`src/rtl/spi_pkg.sv`:
```
// Shared types for the SPI master: FSM state encoding, latched bus mode,
// and the chip-select index width helper.
package spi_pkg;

    typedef enum logic [1:0] {
        IDLE,
        SETUP,
        XFER,
        HOLD
    } state_t;

    // Bus mode captured at accept so the pins stay coherent for a whole word
    typedef struct packed {
        logic cpol;
        logic cpha;
    } spi_mode_t;

    // Width of the cs_sel index; a single slave still gets a 1-bit port
    function automatic int cs_w(input int n);
        return (n > 1) ? $clog2(n) : 1;
    endfunction

endpackage

```
`src/rtl/spi_clkgen.sv`:
```
// SPI serial clock generator: divides clk by CLK_DIV into half-period ticks,
// toggles sclk on ticks when enabled to, and flags leading/trailing edges.
module spi_clkgen #(
    parameter int CLK_DIV = 10
) (
    input  logic clk,
    input  logic rst,
    input  logic en,        // count half-periods
    input  logic clr,       // hold counter at 0 and park sclk at idle_lvl
    input  logic tgl,       // the next tick produces an sclk edge
    input  logic idle_lvl,  // sclk level between words
    output logic sclk,
    output logic tick,      // last cycle of a half-period
    output logic lead_stb,  // sclk leaves idle level at this clock edge
    output logic trail_stb  // sclk returns to idle level at this clock edge
);

    localparam int CW = (CLK_DIV > 1) ? $clog2(CLK_DIV) : 1;

    logic [CW-1:0] cnt;

    assign tick      = en && (cnt == CW'(CLK_DIV - 1));
    assign lead_stb  = tick && tgl && (sclk == idle_lvl);
    assign trail_stb = tick && tgl && (sclk != idle_lvl);

    // Half-period counter, restarted on every tick
    always_ff @(posedge clk) begin
        if (rst || clr)
            cnt <= '0;
        else if (tick)
            cnt <= '0;
        else if (en)
            cnt <= cnt + 1'b1;
    end

    // sclk register; edges land together with the strobes that announce them
    always_ff @(posedge clk) begin
        if (rst)
            sclk <= 1'b0;
        else if (clr)
            sclk <= idle_lvl;
        else if (tick && tgl)
            sclk <= ~sclk;
    end

endmodule

```
`src/rtl/spi_master_gen.sv`:
```
// Parametrised full-duplex SPI master with valid/ready transmit handshake and
// a one-cycle rx_valid strobe. Word: SETUP half-period, 2*DATA_W sclk edges,
// HOLD half-period, then one cycle with cs_n released before the next accept.
// Optional build macro SPI_MASTER_LOOPBACK_EN adds a 'loopback' input that
// samples the registered mosi instead of miso.
module spi_master_gen
    import spi_pkg::*;
#(
    parameter int DATA_W    = 12,
    parameter int CLK_DIV   = 10,
    parameter int NUM_CS    = 4,
    parameter int MSB_FIRST = 1
) (
    input  logic                    clk,
    input  logic                    rst,
    input  logic                    tx_valid,
    output logic                    tx_ready,
    input  logic [DATA_W-1:0]       tx_data,
    input  logic [cs_w(NUM_CS)-1:0] cs_sel,
    input  logic                    cpol,
    input  logic                    cpha,
`ifdef SPI_MASTER_LOOPBACK_EN
    input  logic                    loopback,
`endif
    input  logic                    miso,
    output logic                    sclk,
    output logic                    mosi,
    output logic [NUM_CS-1:0]       cs_n,
    output logic                    rx_valid,
    output logic [DATA_W-1:0]       rx_data,
    output logic                    busy
);

    localparam int            EW    = $clog2(2 * DATA_W + 1);
    localparam logic [EW-1:0] ELAST = EW'(2 * DATA_W);

    state_t              state_q, state_d;
    spi_mode_t           mode_q;
    logic [DATA_W-1:0]   txsh, rxsh;
    logic [EW-1:0]       ecnt;
    logic [NUM_CS-1:0]   cs_dec;
    logic                tick, lead_stb, trail_stb;
    logic                tgl, last, accept, done;
    logic                do_shift, do_sample, src;
    logic [DATA_W-1:0]   txnx;

    function automatic logic first_bit(input logic [DATA_W-1:0] w);
        return (MSB_FIRST != 0) ? w[DATA_W-1] : w[0];
    endfunction

    function automatic logic [DATA_W-1:0] shift_out(input logic [DATA_W-1:0] w);
        return (MSB_FIRST != 0) ? {w[DATA_W-2:0], 1'b0} : {1'b0, w[DATA_W-1:1]};
    endfunction

    function automatic logic [DATA_W-1:0] shift_in(input logic [DATA_W-1:0] w,
                                                   input logic b);
        return (MSB_FIRST != 0) ? {w[DATA_W-2:0], b} : {b, w[DATA_W-1:1]};
    endfunction

    assign accept = (state_q == IDLE) && tx_ready && tx_valid;
    assign last   = (ecnt == ELAST);
    assign tgl    = (state_q == SETUP) || ((state_q == XFER) && !last);
    assign done   = (state_q == HOLD) && tick;

    // cpha=0 shifts on trailing edges but not the final one (that would drop
    // the last bit before the slave's closing edge); cpha=1 shifts on leading.
    assign do_shift  = mode_q.cpha ? lead_stb
                                   : (trail_stb && (ecnt != ELAST - 1'b1));
    assign do_sample = mode_q.cpha ? trail_stb : lead_stb;
    assign txnx      = shift_out(txsh);

`ifdef SPI_MASTER_LOOPBACK_EN
    logic lb_q;

    // Loopback select is part of the per-word configuration
    always_ff @(posedge clk) begin
        if (rst)
            lb_q <= 1'b0;
        else if (accept)
            lb_q <= loopback;
    end

    assign src = lb_q ? mosi : miso;
`else
    assign src = miso;
`endif

    spi_clkgen #(.CLK_DIV(CLK_DIV)) u_clkgen (
        .clk      (clk),
        .rst      (rst),
        .en       (state_q != IDLE),
        .clr      (state_q == IDLE),
        .tgl      (tgl),
        .idle_lvl ((state_q == IDLE) ? cpol : mode_q.cpol),
        .sclk     (sclk),
        .tick     (tick),
        .lead_stb (lead_stb),
        .trail_stb(trail_stb)
    );

    // One-hot active-low decode; out-of-range indices select nobody
    always_comb begin
        cs_dec = '1;
        for (int i = 0; i < NUM_CS; i++)
            if (int'(cs_sel) == i) cs_dec[i] = 1'b0;
    end

    // State register
    always_ff @(posedge clk) begin
        if (rst)
            state_q <= IDLE;
        else
            state_q <= state_d;
    end

    // Next-state: each non-idle phase ends on a half-period tick
    always_comb begin
        state_d = state_q;
        case (state_q)
            IDLE:    if (accept)       state_d = SETUP;
            SETUP:   if (tick)         state_d = XFER;
            XFER:    if (tick && last) state_d = HOLD;
            HOLD:    if (tick)         state_d = IDLE;
            default:                   state_d = IDLE;
        endcase
    end

    // Datapath: latch request, shift mosi/miso on strobes, publish at exit
    always_ff @(posedge clk) begin
        if (rst) begin
            tx_ready <= 1'b0;
            mosi     <= 1'b0;
            cs_n     <= '1;
            rx_valid <= 1'b0;
            rx_data  <= '0;
            busy     <= 1'b0;
            mode_q   <= '0;
            txsh     <= '0;
            rxsh     <= '0;
            ecnt     <= '0;
        end else begin
            rx_valid <= 1'b0;
            // Ready is withheld in the exit cycle so cs_n stays high >=1 cycle
            if (state_q == IDLE)
                tx_ready <= !accept;

            if (accept) begin
                mode_q <= '{cpol: cpol, cpha: cpha};
                txsh   <= tx_data;
                rxsh   <= '0;
                ecnt   <= '0;
                cs_n   <= cs_dec;
                busy   <= 1'b1;
                mosi   <= cpha ? 1'b0 : first_bit(tx_data);
            end

            if (lead_stb || trail_stb)
                ecnt <= ecnt + 1'b1;

            if (do_shift) begin
                txsh <= txnx;
                mosi <= first_bit(mode_q.cpha ? txsh : txnx);
            end

            if (do_sample)
                rxsh <= shift_in(rxsh, src);

            if (done) begin
                cs_n     <= '1;
                mosi     <= 1'b0;
                rx_data  <= rxsh;
                rx_valid <= 1'b1;
                busy     <= 1'b0;
            end
        end
    end

endmodule
```
`config.mk`:
```
export PLATFORM = sky130hd
export DESIGN_NAME = spi_master_gen
export DESIGN_NICKNAME = d
export VERILOG_FILES = /design/src/rtl/spi_pkg.sv /design/src/rtl/spi_clkgen.sv /design/src/rtl/spi_master_gen.sv
export SDC_FILE = /design/constraint.sdc
export NUM_CORES = 1
export LEC_CHECK = 0
export ABC_AREA = 1
export CAP_MARGIN = 25
export CORE_AREA = 5 5 87 89
export CTS_CLUSTER_DIAMETER = 40
export CTS_CLUSTER_SIZE = 16
export DETAILED_ROUTE_END_ITERATION = 6
export DIE_AREA = 0 0 92 94
export SYNTH_ARGS = -nofsm -noshare
export SYNTH_HDL_FRONTEND = slang
export SYNTH_SLANG_ARGS = --single-unit
```
`constraint.sdc`:
```
create_clock -name clk -period 3.36 [get_ports clk]
set_clock_uncertainty 0.15 [all_clocks]
set_input_delay 0.336 -clock clk [delete_from_list [all_inputs] [get_ports clk]]
set_output_delay 0.336 -clock clk [all_outputs]
set_load 0.02 [all_outputs]
```
# Word level (Yosys, flattened, before mapping)
# Cells that the tools add are included.
[totals]
register_bits = 58
latch_bits = 0
ramBits = 0
mem_bits_ro = 0
inputBits = 20
out_inout_bits = 21
wordCells = 84
n_memories = 0
[classes]
add_sub_neg = 2
multipliers = 0
n_div = 0
magnitude_cmp = 0
eq_ne = 15
n_shift = 0
muxes = 25
bitwise = 1
n_reduce_logical = 26
[op_table]
columns = ["op", "count"]
rows = [
  ["$mux W12", 5],
  ["$mux W1", 13],
  ["$logic_and A1 B1 Y1", 10],
  ["$mux W5", 2],
  ["$reduce_bool A2 Y1", 5],
  ["$eq A2 B2 Y1 const B", 4],
  ["$mux W2", 4],
  ["$pmux W2 S4", 1],
  ["$ne A2 B2 Y1 const B", 3],
  ["$reduce_or A2 Y1", 3],
  ["$add A5 B1 Y5 const B", 1],
  ["$eq A5 B5 Y1 const B", 1],
  ["$ne A5 B5 Y1 const B", 1],
  ["$add A4 B1 Y4 const B", 1],
  ["$eq A2 B1 Y1 const B", 2],
  ["$eq A4 B4 Y1 const B", 1],
  ["$logic_not A2 Y1", 2],
  ["$reduce_and A4 Y1", 1],
  ["$logic_or A1 B1 Y1", 3],
  ["$logic_not A1 Y1", 2],
  ["$ne A2 B1 Y1 const B", 1],
  ["$eq A1 B1 Y1", 1],
  ["$ne A1 B1 Y1", 1],
  ["$not A1 Y1", 1],
]

# Depth between registers and ports, before layout
# Gate-level depths: netlist of run 1.
[depth]
ltp_word = 9
mapped_depth = 14
depth_no_buf = 13

# By module
# From an unflattened synthesis of run 1, not the netlist that was laid out.
[unflattened]
cells_unflattened = 363
hier_area_um2 = 2627.5
[by_module_without_submodules]
columns = ["mod", "n_inst", "cells_per_inst", "area_per_inst_um2", "seq_area_each_um2"]
rows = [
  ["spi_master_gen", 1, 319, 2297.2, 1061.0],
  ["spi_clkgen", 1, 44, 330.3, 100.1],
]

# Worst setup path after synthesis of run 1
# OpenSTA, ideal clock, no wires.
[synth_timing]
path_type = "register to register"
startpoint = "register state_q[0]"
endpoint = "register rxsh[10]"
setup_time_ns = 0.132
t_arrival_ns = 1.582
required_ns = 3.078
path_slack_ns = 1.496
stages_incl_launch_ff = 13
n_path_buf = 2
period_less_slack_ns = 1.864
path_cell_list = "dfxtp_1 inv_1 ha_1 buf_6 inv_6 nand4_4 clkinv_4 nand2_4 o21ai_4 nand2_2 buf_4 nand3_1 a21oi_1"
[synth_via]
elab_chain_cells = 7
elab_cells_between_ends = 18
classes_between = "eq/ne: 4; mux: 3; reduce/logical: 11"
[synth_lines]
columns = ["element", "line", "text"]
rows = [
  ["start: declaration", "spi_master_gen.sv:37", "state_t state_q, state_d;"],
  ["start signal: assignment", "spi_master_gen.sv:113", "state_q <= state_d;"],
  ["$eq A2 B2 Y1", "spi_master_gen.sv:62", "assign tgl = (state_q == SETUP) || ((state_q == XFER) && !last);"],
  ["$logic_and A1 B1 Y1", "spi_master_gen.sv:62", ""],
  ["$logic_or A1 B1 Y1", "spi_master_gen.sv:62", ""],
  ["$logic_and A1 B1 Y1", "spi_clkgen.sv:23, spi_clkgen.sv:24", ""],
  ["$logic_and A1 B1 Y1, on equally long branches", "spi_clkgen.sv:23, spi_clkgen.sv:24", ""],
  ["$mux W1", "spi_master_gen.sv:69", "assign do_sample = mode_q.cpha ? trail_stb : lead_stb;"],
  ["$mux W12 / $reduce_bool A2 Y1 (equally long branches)", "--", ""],
  ["end signal: assignment", "spi_master_gen.sv:166", "rxsh <= shift_in(rxsh, src);"],
  ["end: declaration", "spi_master_gen.sv:39", "logic [DATA_W-1:0] txsh, rxsh;"],
]
# Parallel ways exist; a longest one is shown, timed or not.
# A chain may end at the register's enable or synchronous reset.

# Worst setup path after layout of run 1
# Ends and elaborated chain as after synthesis.

==> results of run 1 <==
-- registers in the layout, summed over array words and instances (netlist names) --
signal	flops
mosi	1
txsh	12
cs_n	4
rx_valid	1
ecnt	5
busy	1
mode_q	2
rxsh	12
state_q	2
tx_ready	1
u_clkgen.cnt	4
u_clkgen.sclk	1
rx_data	12
-- path summary, 6_finish.rpt --
check,cells past startpoint,to,from,slack [ps]
worst max-delay path,11,rxsh[10],state_q[0],1110
worst min-delay path,2,txsh[6],txsh[5],300
worst max register to register,11,rxsh[10],state_q[0],1110
worst min register to register,2,txsh[6],txsh[5],300
-- cell families (layout without fill, tap and decap cells) --
| group | Yosys count | count (layout) | synth area share |
|---|---|---|---|
| and+or+nand+nor | 99 | 99 | 0.199 |
| xor gates and xnor gates | 3 | 3 | 0.0102 |
| adders and majority gates | 8 | 8 | 0.0389 |
| buffers and inverters | 52 | 96 | 0.0968 |
| DFF | 58 | 58 | 0.451 |
| AOI/OAI and AO/OA | 88 | 88 | 0.203 |
-- cell type report --
class	instances	area share
inverter	36	0.0448
clock inverter	4	0.0224
multi-input combinational	198	0.359
tap	80	0.0309
clock buffer	12	0.0510
sequential	58	0.359
timing repair buffer	44	0.133
-- metal layers --
metal | share of wire | vias up | global-route usage | wire length, um
li1 | - | 1121 | - | -
met5 | 0 | - | 0 | 0
met4 | 0.023 | 0 | 0.0631 | 122
met3 | 0.055 | 13 | 0.0497 | 295
met1 | 0.47 | 998 | 0.168 | 2520
met2 | 0.46 | 47 | 0.208 | 2480
-- per-stage QoR --
step / cell area (sq um) / worst slack (ps) / util
final: 3240 / 1110 / 0.484
after floorplan: 2570 / 1500 / -
after detailed placement: 3000 / 1110 / 0.449
after global routing: 3240 / 855 / 0.484
after CTS: 3240 / 1100 / 0.484
after global placement: 3000 / 1130 / 0.449
-- power by group through the flow --
stage,sequential (mW),clock (mW),combinational (mW)
final,0.792,0.761,0.561
after global routing,0.800,0.806,0.635
after detailed placement,0.808,0,0.563
after floorplan,0.825,0,0.431
after CTS,0.793,0.775,0.566
after global placement,0.806,0,0.559
-- critical path, delay by kind of cell (launching register included) --
family                   cells  cell delay (ps)
flip-flops                   1              330
AO/OA/AOI/OAI                2              390
buffers and inverters        2              190
AND/OR/NAND/NOR              6              650
adder cells (fa/ha/maj)      1              420
-- cells in the mapped netlist, drive strengths merged, types with 3 or more instances --
master,n
a21oi,41
a22o,12
buf,12
clkbuf,4
dfxtp,58
ha,8
inv,35
nand2,47
nand3,32
nand4,7
nor2,9
nor3,3
o21ai,30
xor2,3
==> impl_results.md, run 1 <==
* Tcrit/Tclk final at 0.670
* Crit Path Max Fanout at 13
* Crit. End Element: flop
* Cts bufs inserted at 9
* Area leader, netlist: dfxtp_1
* Multi-input logic area at 0.00116 sq mm
* Hold crit path type: flop to flop
* Die width at 92 um
* Pre-antenna DRT Iters at 4
* Combinational share of power at 0.265
* FF/Latch Area at 0.00116 sq mm
* Share of layout cells above drive strength 1 at 0.114
* Pwr Total at ~2.1 mW
* Power per cell area at between 600 and 700 mW/mm^2
* Worst path max stage delay at 420 ps
* Register share of total power at 0.375
* Min Clock Period, post-route at 2250 ps
* RD Place Congestion at 0.789
* TritonCTS clock tree: done
* Post-CTS Setup Repair Bufs at 0
* Status: finished, final reports clean
* Hold-fix buffers, CTS at 0
* Async set-reset flop share out of synthesis at 0
* Nets at 375
* N_diodes at 0
* Fill count at 656
* Slowest cell on the critical path: ha_1
* # setup viols final at 0
* Leakage at 1.25 nW
* Dpl hpwl at roughly 3700 um
* Hold_ws at 302 ps
* First-pass GRT wire length at around 9300 um
* Synthesized area at 0.00257 sq mm
* Syn Inst Count at 308
* Peak supply drop at about 0.28 mV
* Headroom to the max-slew limit at 0.722
* Post-Layout Cell Count at 432
* WS Path Type: flop to flop
* H-tree levels at 3
* DRC viols at 0
* Clock network power share at 0.360
* Yosys warns at 0
* Starting Density at 0.385
* Layout area overhead at 25.8%
* Switching Fraction at 0.324
* Post-cts sizing count at 0
* Top FF cell, synth: dfxtp_1
* Port Buf Inserts at 40
* Placed cells at ~420
* DRT iter0 DRCs at 97
* Critical path launch point type: flop
* Slew at the pin closest to its max-slew limit at between 400 and 500 ps
* Core area at 0.00668 sq mm
* Number of synthesized flops with an enable pin at 0
* Net Count, Synth at between 300 and 400
* Register bit total from synthesis at between 50 and 60
* Cell Rows at 30
* Unique masters post-synth at 33
* Most frequent cells in the layout: dfxtp_1, a21oi_1, clkdlybuf4s50_1
* Max Clock Freq at 0.444 GHz
* Commonest non-fill, non-tap cell in the layout: dfxtp_1
* Initial antenna violation count at 0
* Worst skew pair latency at 340 ps
* DR vias at 2,179
* Gr usage total at 0.135
* CTS clk-pin slew, worst paths at around 70 ps
* Mean Syn Cell Area at ~8.4 sq um
* Unrepaired setup endpoints after global routing: no
* Die area at 0.00865 sq mm
* Clock Tree Root: clkbuf_8
* Synth top area share at 0.451
* Pin count of the biggest net entering global routing at 29
* Post-synthesis sequential area ratio at 0.451
* Ranking of synthesized cells by area: dfxtp_1, a21oi_1, nand3_1, nand2_1, inv_1
* Vias in the first global route at 2,037
* Cell internal pwr at between 1 and 1.5 mW
* Die height at around 94 um
* WL/cell at about 13 um
* Final WL at approximately 5400 um
* Arrival time at the worst endpoint at 2330 ps
* # IOs at 41
* Vias/cell at 5.04
* Switch Pwr at 686 uW
* Hold Fails Final Rpt at 0
* Max Slew Vio Count at 0
* Max-Cap Viols at 0
* CP Cell Sequence: inv_1, ha_1, inv_6, nand2_4, nand2_2, nand2_1, nand2_2, o21ai_4, nand2_2, nand3_1, a21oi_1
* Post-route ant nets at 0
* Most frequent CP cell: nand2_2
* Clock Path Buffers at 2
* Setup TNS at 0 ps
* Clk sinks at 58
* Total gr overflow at 0
* WP data required at 3440 ps
(Power assumes the default switching activity.)
==> inputs of run 2 (changes only) <==
- clock period: 3.36 -> 2.1 ns (I/O delays scaled with it)
==> run 2 against run 1 <==
Global-route usage down 0.14 points. Non-clock buffer count is 5 higher. Critical path depth grew 1. Largest power group unchanged. Via count fell by 1.7%. Core utilization is 1.1 points higher. First-iteration DRC count increased by 12%. Sequential share of layout area is 0.81 points lower. Critical endpoint is now txsh[2]. Total power up 62%. Cell area is 2.3% higher.
==> impl_results.md, run 2 (synthesized netlist as in run 1, its figures left out) <==
* Cell internal pwr at 2.34 mW
* CTS clk-pin slew, worst paths at 70 ps
* Max Clock Freq at 0.537 GHz
* Clock Path Buffers at 2
* Crit Path Max Fanout at 21
* Final worst setup slack at 238 ps
* Vias in the first global route at 2,011
* DRT iter0 DRCs at 109
* Power per cell area at roughly 1000 mW/mm^2
* Cell Rows at 30
* WP data required at about 2200 ps
* Slowest cell on the critical path: dfxtp_1
* Dpl hpwl at 3790 um
* Tcrit/Tclk final at 0.887
* Pin count of the biggest net entering global routing at 29
* Gr usage total at 0.134
* Setup TNS at 0 ps
* Max Slew Vio Count at 0
* Switch Pwr at 1.09 mW
* Hold Fails Final Rpt at 0
* Peak supply drop at 0.726 mV
* Starting Density at 0.385
* Critical path launch point type: flop
* Post-CTS Setup Repair Bufs at 0
* # IOs at 41
* Combinational share of power at 0.281
* First-pass GRT wire length at 9140 um
* TritonCTS clock tree: done
* Die height at 94 um
* Slew at the pin closest to its max-slew limit at 326 ps
* Min Clock Period, post-route at between 1500 and 2000 ps
* M1 WL at 2540 um
* Worst skew pair latency at 340 ps
* Pre-antenna DRT Iters at 4
* Die width at 92 um
* DRC viols at 0
* CP Cell Sequence: inv_1, ha_4, inv_6, nand2_4, nand2_2, nand2_1, nand2_2, nand4_4, nand2_2, buf_12, o21ai_0, a21oi_1
* Clk sinks at 58
* Layout area overhead at 28.7%
* Worst reg2reg path depth at 12
* Leakage at between 1 and 1.5 nW
* Flop-to-flop setup slack at 240 ps
* Clock Tree Root: clkbuf_8
* Most frequent cells in the layout: dfxtp_1, a21oi_1, clkdlybuf4s50_1
* Total gr overflow at 0
* Hold crit path type: flop to flop
* H-tree levels at 3
* RD Place Congestion at 0.847
* Switching Fraction at 0.318
* Commonest non-fill, non-tap cell in the layout: dfxtp_1
* Post-Place Worst Slack at 58.4 ps
* Hold-fix buffers, CTS at 0
* Most frequent CP cell: nand2_2
* WS Path Type: flop to flop
* Vias/cell at 4.90
* Min-Delay Path Depth at 2
* Post-route ant nets at 0
* Worst path max stage delay at roughly 360 ps
* Arrival time at the worst endpoint at approximately 2000 ps
* Nets at 380
* Top flop regs: rx_data: 12 flops, rxsh: 12 flops, txsh: 12 flops
* Clock network power share at 0.350
* Routed met2 length at 2360 um
* Cts bufs inserted at 9
* Headroom to the max-slew limit at 0.777
* Status: finished, final reports clean
* Initial antenna violation count at 0
* Crit. End Element: flop
* DR vias at roughly 2,100
* Max-Cap Viols at 0
* Port Buf Inserts at 40
* # setup viols final at 0
* N_diodes at 0
* DR top layer: met4
* Met3 WL at 311 um
* Die area at 0.00865 sq mm
* Unrepaired setup endpoints after global routing: no
* Register share of total power at 0.370
* Core area at 0.00668 sq mm
* Share of layout cells above drive strength 1 at 0.129
* WL/cell at 12.2 um
* Final WL at about 5300 um
run 2: cell count changes in the layout (fill, tap and decap cells not counted):
cell	delta
buf_4	+3
ha_4	+1
ha_1	-1
buf_12	+2
run 2: area by class of cell:
type	instances	area [sq um]
well taps	80	100
clock buffers	12	165
repair buffers	49	493
clock inverters	4	72.6
fillers	638	3370
inverters	36	145
multi-input cells	198	1170
flip-flops and latches	58	1160
run 2: power groups by stage:
stage / Combinational [mW] / Clock (mW) / Sequential [mW]
2_1_floorplan: 0.690 / 0 / 1.32
3_3_place_gp: 0.921 / 0 / 1.29
3_5_place_dp: 0.935 / 0 / 1.29
4_1_cts: 0.937 / 1.23 / 1.27
5_1_grt: 1.08 / 1.28 / 1.28
6_report: 0.962 / 1.20 / 1.27
run 2: worst paths after layout:
path / end / startpoint
max: txsh[2] / state_q[0]
min: txsh[2] / txsh[1]
max reg2reg: txsh[2] / state_q[0]
min reg2reg: txsh[2] / txsh[1]
run 2: worst max-delay path, delay by kind of cell, from the launching register on:
family / cells / cell delay [ps]
simple gates: 6 / 540
fa+ha+maj: 1 / 210
compound gates: 2 / 190
flops: 1 / 360
buf+inv: 3 / 350
run 2: through the flow:
stage / util / instance area, sq um / hold WS [ps] / std cells / total power [mW]
4_1_cts: 0.494 / 3300 / 300 / 437 / 3.44
3_3_place_gp: 0.458 / 3060 / 293 / 421 / 2.21
3_5_place_dp: 0.458 / 3060 / 290 / 421 / 2.23
6_report: 0.496 / 3310 / 298 / 437 / 3.43
2_1_floorplan: - / 2570 / 225 / 308 / 2.01
5_1_grt: 0.496 / 3310 / 312 / 437 / 3.64
run 2: timing repair:
item | 4_1_cts | 5_1_grt
setup endpoints to repair | 0 | 44
gates resized for setup | 0 | 2
hold endpoints to repair | 0 | 0
run 2: metal layers:
layer,GRT usage,up-vias
met2,0.200,46
met5,0,-
li1,-,1130
met4,0.0557,0
met3,0.0585,12
met1,0.168,955
